**config.mk**
```make
export PLATFORM = sky130hd
export DESIGN_NAME = bd_tag_merge_flat
export DESIGN_NICKNAME = d
export VERILOG_FILES = /design/src/rtl/bd_pkg.sv /design/src/rtl/bd_tag_merge_if.sv /design/src/rtl/bd_word_fifo2.sv /design/src/rtl/bd_tag_merge.sv /design/src/flat_wrapper.sv
export SDC_FILE = /design/constraint.sdc
export NUM_CORES = 1
export LEC_CHECK = 0
export CORE_ASPECT_RATIO = 0.75
export CORE_MARGIN = 1
export CORE_UTILIZATION = 39
export CTS_CLUSTER_SIZE = 20
export DETAILED_ROUTE_END_ITERATION = 10
export PLACE_DENSITY = 0.71
export REMOVE_ABC_BUFFERS = 1
export SYNTH_ARGS = -nofsm -noshare
export SYNTH_HDL_FRONTEND = slang
export SYNTH_HIERARCHICAL = 1
export SYNTH_SLANG_ARGS = --single-unit
export TNS_END_PERCENT = 30
```
**constraint.sdc**
```tcl
create_clock -name clk -period 2.9 [get_ports clk]
set_input_delay 0.725 -clock clk [delete_from_list [all_inputs] [get_ports clk]]
set_output_delay 0.725 -clock clk [all_outputs]
set_load 0.02 [all_outputs]
```
**src/rtl/bd_pkg.sv**
```systemverilog
// bd_pkg: widths, leaf codes and word types shared along the decoded BD word path.
package bd_pkg;
  localparam int NBDpayload = 32;
  localparam int NBDcode = 4;
  localparam int Ntag = 11;
  localparam int Nct = 9;
  localparam logic [NBDcode-1:0] TAG_LEAF_CODE = 4'd2;
  typedef struct packed {
    logic [NBDcode-1:0] leaf_code;
    logic [NBDpayload-1:0] payload;
  } bd_word_t;
  typedef enum logic [1:0] {EMPTY, ONE, FULL} fifo_state_t;
  typedef enum logic {OTHER, TAG} grant_t;
  function automatic bd_word_t pack_tag(input logic [Ntag-1:0] tag, input logic [Nct-1:0] ct);
    pack_tag.leaf_code = TAG_LEAF_CODE;
    pack_tag.payload = {{(NBDpayload-Ntag-Nct){1'b0}}, ct, tag};
  endfunction
endpackage

```
**src/rtl/bd_tag_merge_if.sv**
```systemverilog
// bd_tag_merge_if: tag, other-word and merged BD channels of the tag merge block.
interface bd_tag_merge_if;
  import bd_pkg::*;
  logic tag_in_v;
  logic tag_in_a;
  logic [Ntag-1:0] tag_in_tag;
  logic [Nct-1:0] tag_in_ct;
  logic other_in_v;
  logic other_in_a;
  logic [NBDpayload-1:0] other_in_payload;
  logic [NBDcode-1:0] other_in_leaf_code;
  logic BD_out_v;
  logic BD_out_a;
  logic [NBDpayload-1:0] BD_out_payload;
  logic [NBDcode-1:0] BD_out_leaf_code;
  logic [31:0] tag_count;
  modport master (
    output tag_in_v, tag_in_tag, tag_in_ct, other_in_v, other_in_payload, other_in_leaf_code, BD_out_a,
    input tag_in_a, other_in_a, BD_out_v, BD_out_payload, BD_out_leaf_code, tag_count
  );
  modport slave (
    input tag_in_v, tag_in_tag, tag_in_ct, other_in_v, other_in_payload, other_in_leaf_code, BD_out_a,
    output tag_in_a, other_in_a, BD_out_v, BD_out_payload, BD_out_leaf_code, tag_count
  );
endinterface

```
**src/rtl/bd_word_fifo2.sv**
```systemverilog
// bd_word_fifo2: two-entry word buffer; the head is a register so out_d never depends on inputs.
module bd_word_fifo2 import bd_pkg::*; #(
  parameter int W = 36
) (
  input logic clk,
  input logic reset,
  input logic in_v,
  input logic [W-1:0] in_d,
  output logic in_a_nxt,
  output logic out_v,
  input logic out_a,
  output logic [W-1:0] out_d
);
  fifo_state_t state, state_nxt;
  logic [W-1:0] tail;
  logic push, pop;
  assign push = in_v && state != FULL;
  assign pop = out_v && out_a;
  assign out_v = state != EMPTY;
  // space seen by the producer next cycle, before knowing next cycle's pop
  assign in_a_nxt = state_nxt != FULL;
  always_comb begin
    state_nxt = state;
    case (state)
      EMPTY: state_nxt = push ? ONE : EMPTY;
      ONE: state_nxt = push && !pop ? FULL : (!push && pop ? EMPTY : ONE);
      FULL: state_nxt = pop ? ONE : FULL;
      default: state_nxt = EMPTY;
    endcase
  end
  always_ff @(posedge clk or negedge reset) begin
    if (!reset) begin
      state <= EMPTY;
      out_d <= '0;
      tail <= '0;
    end else begin
      state <= state_nxt;
      if (push && (state == EMPTY || pop))
        out_d <= in_d;
      else if (pop && state == FULL)
        out_d <= tail;
      if (push && state == ONE && !pop)
        tail <= in_d;
    end
  end
endmodule

```
**src/rtl/bd_tag_merge.sv**
```systemverilog
// bd_tag_merge: packs tag/count words under the tag leaf code and round-robin merges them
// with other decoded BD words into one stream through a two-entry output buffer.
module bd_tag_merge import bd_pkg::*; (
  input logic clk,
  input logic reset,
  bd_tag_merge_if.slave bus
);
  grant_t last_grant, last_grant_nxt;
  logic tag_x, other_x, space_nxt, tag_a_nxt, other_a_nxt;
  bd_word_t in_word, out_word;
  assign tag_x = bus.tag_in_v && bus.tag_in_a;
  assign other_x = bus.other_in_v && bus.other_in_a;
  assign in_word = tag_x ? pack_tag(bus.tag_in_tag, bus.tag_in_ct) : {bus.other_in_leaf_code, bus.other_in_payload};
  // held valids predict next cycle's requests, so the acks can be registered
  always_comb begin
    tag_a_nxt = space_nxt && bus.tag_in_v && (!bus.other_in_v || last_grant == OTHER);
    other_a_nxt = space_nxt && bus.other_in_v && !tag_a_nxt;
    last_grant_nxt = tag_a_nxt ? TAG : (other_a_nxt ? OTHER : last_grant);
  end
  always_ff @(posedge clk or negedge reset) begin
    if (!reset) begin
      bus.tag_in_a <= 1'b0;
      bus.other_in_a <= 1'b0;
      bus.tag_count <= '0;
      last_grant <= OTHER;
    end else begin
      bus.tag_in_a <= tag_a_nxt;
      bus.other_in_a <= other_a_nxt;
      bus.tag_count <= bus.tag_count + 32'(tag_x);
      last_grant <= last_grant_nxt;
    end
  end
  bd_word_fifo2 #(.W($bits(bd_word_t))) u_fifo (
    .clk(clk),
    .reset(reset),
    .in_v(tag_x || other_x),
    .in_d(in_word),
    .in_a_nxt(space_nxt),
    .out_v(bus.BD_out_v),
    .out_a(bus.BD_out_a),
    .out_d(out_word)
  );
  assign bus.BD_out_payload = out_word.payload;
  assign bus.BD_out_leaf_code = out_word.leaf_code;
endmodule

```
**src/flat_wrapper.sv**
```systemverilog
// flat-port wrapper written by rule: the top's interface ports become plain ports
module bd_tag_merge_flat import bd_pkg::*;
  (clk, reset, bus_tag_in_v, bus_tag_in_tag, bus_tag_in_ct, bus_other_in_v, bus_other_in_payload, bus_other_in_leaf_code, bus_BD_out_a, bus_tag_in_a, bus_other_in_a, bus_BD_out_v, bus_BD_out_payload, bus_BD_out_leaf_code, bus_tag_count);
  bd_tag_merge_if bus_i ();
  input logic clk;
  input logic reset;
  input wire logic [$bits(bus_i.tag_in_v)-1:0] bus_tag_in_v;
  input wire logic [$bits(bus_i.tag_in_tag)-1:0] bus_tag_in_tag;
  input wire logic [$bits(bus_i.tag_in_ct)-1:0] bus_tag_in_ct;
  input wire logic [$bits(bus_i.other_in_v)-1:0] bus_other_in_v;
  input wire logic [$bits(bus_i.other_in_payload)-1:0] bus_other_in_payload;
  input wire logic [$bits(bus_i.other_in_leaf_code)-1:0] bus_other_in_leaf_code;
  input wire logic [$bits(bus_i.BD_out_a)-1:0] bus_BD_out_a;
  output wire logic [$bits(bus_i.tag_in_a)-1:0] bus_tag_in_a;
  output wire logic [$bits(bus_i.other_in_a)-1:0] bus_other_in_a;
  output wire logic [$bits(bus_i.BD_out_v)-1:0] bus_BD_out_v;
  output wire logic [$bits(bus_i.BD_out_payload)-1:0] bus_BD_out_payload;
  output wire logic [$bits(bus_i.BD_out_leaf_code)-1:0] bus_BD_out_leaf_code;
  output wire logic [$bits(bus_i.tag_count)-1:0] bus_tag_count;
  assign bus_i.tag_in_v = bus_tag_in_v;
  assign bus_i.tag_in_tag = bus_tag_in_tag;
  assign bus_i.tag_in_ct = bus_tag_in_ct;
  assign bus_i.other_in_v = bus_other_in_v;
  assign bus_i.other_in_payload = bus_other_in_payload;
  assign bus_i.other_in_leaf_code = bus_other_in_leaf_code;
  assign bus_i.BD_out_a = bus_BD_out_a;
  assign bus_tag_in_a = bus_i.tag_in_a;
  assign bus_other_in_a = bus_i.other_in_a;
  assign bus_BD_out_v = bus_i.BD_out_v;
  assign bus_BD_out_payload = bus_i.BD_out_payload;
  assign bus_BD_out_leaf_code = bus_i.BD_out_leaf_code;
  assign bus_tag_count = bus_i.tag_count;
  bd_tag_merge u_core (.clk(clk), .reset(reset), .bus(bus_i));
endmodule
```
==> flow_metrics.tcl <==
set metrics [dict create \
    outcome "finished, final reports clean" \
    core-area_mm2 0.01257 \
    crit_chain "clkdlybuf4s50_1 -> nand2_1 -> inv_1 -> ha_1 -> ha_1 -> nand2_1 -> nor4_2 -> buf_4 -> nand4_1 -> xnor2_1" \
    synth_area_leaders "dfrtp_1 53%, mux2_2 12%, mux2i_1 7.4%" \
    swShare 0.3395 \
    pin_count 132 \
    numCtsBuffers 9 \
    worstPathArrival_ns 2.88 \
    hold_buffers 0 \
    grt_pass1_vias 3588 \
    min_period_over_period 0.9108 \
    path_max_fanout 5 \
    synth_adder_area_share 0.007317 \
    finalHoldViolations 0 \
    drt_iter0_drc 143 \
    fillers 1038 \
    port_buffers 131 \
    hold_path_class "in2async" \
    firstDrtPassIters 4 \
    die_height_um 101.3 \
    cpPeakStageDelay_ns 0.50 \
    fin_area_mm2 0.006927 \
    grt_start_max_net_pins 46 \
    cp.required_ns 3.14 \
    cp-start-kind "input port" \
    post_cts_resized 0 \
    clockBufferDepth 2 \
    synthToLayoutAreaGrowth_pct 35.02 \
    seq_area_frac_synth 0.5317 \
    synth_compound_area_frac 0.04390 \
    start_util 0.4082 \
    worst_pin_slew_ns 0.7204 \
    antenna_cells 0 \
    endpoint_kind "flop" \
    period_needed_ns 2.641 \
    synthArstFlopShare 1.000 \
    finalSetupViolCount 0 \
    track_usage 0.1724 \
    via_count 3636 \
    ir_worst_vdd_uv 449.4 \
    power_frac_seq 0.400 \
    slew_headroom 0.5171 \
    cts_num_sinks 109 \
    syn_inst 429 \
    wl_per_cell_um 15.29 \
    ant_nets 0 \
    power.switching_uw 2082 \
    grt.overflow.total 0 \
    ys_ff_latch 109 \
    power_density_mw_per_mm2 885.6 \
    postCtsSetupRepairBufs 0 \
    fp-row-count 35 \
    synth_top_family_by_area "multiplexers" \
    synth_top_area_share 0.5317 \
    yosys.area.top_type "dfrtp_1" \
    gp_congestion 0.8252 \
    layout-drive-gt1-share 0.1664 \
    worstSetupPathType "in2reg" \
    p_leak_uw 0.003091 \
    r2r_slack_ns 0.80 \
    fin_skew_ns 0.003371 \
    synth_xor_area_frac 0.05122 \
    yosys.area_share.simple 0.1320 \
    placed_area_mm2 0.006625 \
    p_clk_frac 0.202 \
    critical_path_buf_inv_count 3 \
    avgSynthCellArea_um2 11.96 \
    dieArea_mm2 0.01362 \
    antenna_found_initial 0 \
    yosysMostFrequentCell "dfrtp_1" \
    synth_area_mm2 0.005130 \
    ys_types 38 \
    p_int_uw 4051 \
    cts_root_buf "clkbuf_16" \
    fin_nets 624 \
    synthMuxAreaShare 0.1971 \
    ys.flop_type "dfrtp_1" \
    ys.warnings.count 6 \
    drc_errors 0 \
    rsz0062_at_grt "false" \
    slew_viol_final 0 \
    fmax_mhz 378.6 \
    ctsHtreeMaxLevel 3 \
    clk_pin_slew_worst_paths_ns 0.07 \
    cp_top_family "buffers and inverters" \
    pwr-share-comb 0.399 \
    avgViaCountPerCell 4.974 \
    cts_tree "done" \
    die_width_um 134.4 \
    grt_pass1_wl_mm 18.28 \
    max-cap-violations 0 \
    synth_edf_count 0 \
    clkLatencyLatePin_ns 0.35 \
    crit_path_top_delay_cell "clkdlybuf4s50_1" \
    routed_wirelength_mm 11.18 \
    finalSetupTns_ns 0 \
    dp_hpwl_mm 8.027 \
    ys_top_cells_by_count "109 x dfrtp_1, 56 x mux2_2, 41 x nor2_1" \
]
[worst paths after layout]
check                                         start                  endpoint  cells after the start
min reg2reg                u_core/bus.tag_count[31]  u_core/bus.tag_count[31]                      1
max reg2reg                     u_core/bus.tag_in_a  u_core/bus.tag_count[26]                      9
max in group asynchronous                     reset    u_core/u_fifo/state[0]                      2
max                                    bus_tag_in_v  u_core/bus.tag_count[26]                     10
min                                           reset  u_core/bus.tag_count[31]                      1
min in group clk           u_core/bus.tag_count[31]  u_core/bus.tag_count[31]                      1
[per-layer routing]
layer	GRT usage	routed length, um	vias to the layer above
li1	-	-	1757
met5	0	0	-
met2	0.2623	5109	90
met3	0.04154	485	11
met4	0.04494	116	0
met1	0.2474	5469	1778
[state kept, by name (all words and copies together), names as in the netlist]
| name | count |
|---|---|
| u_core/bus.tag_count | 32 |
| u_core/last_grant | 1 |
| u_core/u_fifo/out_d | 36 |
| u_core/u_fifo/state | 2 |
| u_core/u_fifo/tail | 36 |
| u_core/bus.other_in_a | 1 |
| u_core/bus.tag_in_a | 1 |
[final cells by class]
| cell class | count | area [um^2] | share of cell area |
|---|---|---|---|
| Sequential cell | 109 | 2728 | 0.3938 |
| Multi-Input combinational cell | 294 | 2221 | 0.3206 |
| Timing Repair Buffer | 142 | 1454 | 0.2099 |
| Clock buffer | 10 | 239.0 | 0.03450 |
| Tap cell | 166 | 207.7 | 0.02999 |
| Clock inverter | 6 | 62.56 | 0.009032 |
| Inverter | 4 | 15.01 | 0.002168 |
[layout by cell type (no fill, tap or decap), types with 2 or more instances in the layout]
master	Yosys	layout
clkinvlp_4	0	3
mux2_2	56	56
nand3_1	9	9
nand4_1	12	12
xnor2_1	21	21
buf_4	5	7
and4_1	4	4
ha_1	3	3
and2_1	16	16
dfrtp_1	109	109
nor3_1	2	2
a21oi_1	39	39
clkdlybuf4s50_1	0	130
nor2_1	41	41
buf_12	3	5
and3_1	6	6
nand2_1	21	21
inv_1	4	4
mux2i_1	38	38
clkbuf_16	0	9
xor2_1	9	9
clkinv_2	0	2
nor3b_1	2	2
[per-stage QoR]
| stage | setup slack (ns) | cells | hold slack [ns] | total power [uW] | util |
|---|---|---|---|---|---|
| global placement | 0.0001219 | 715 | 0.4633 | 4856 | 0.5271 |
| finish | 0.2587 | 731 | 0.3743 | 6134 | 0.5511 |
| global route | 0.06951 | 731 | 0.4214 | 6512 | 0.5511 |
| floorplan | -0.4972 | 407 | 0.4294 | 3843 | - |
| detailed placement | -0.1151 | 715 | 0.4702 | 4938 | 0.5271 |
| CTS | 0.2536 | 731 | 0.3937 | 6203 | 0.5511 |
[cells by family (layout without fill, tap and decap cells)]
group           after synthesis  in the layout
compound gates               43             43
xor+xnor                     30             30
fa+ha+maj                     3              3
buf+inv                      26            162
flops                       109            109
mux                          94             94
simple gates                124            124
[power by group through the flow]
stage	Combinational [uW]	Sequential (uW)	Clock, uW
floorplan	1080	2770	0
global placement	2400	2460	0
detailed placement	2460	2480	0
CTS	2470	2460	1280
global route	2650	2530	1330
finish	2450	2450	1240
(Power assumes the default switching activity.)
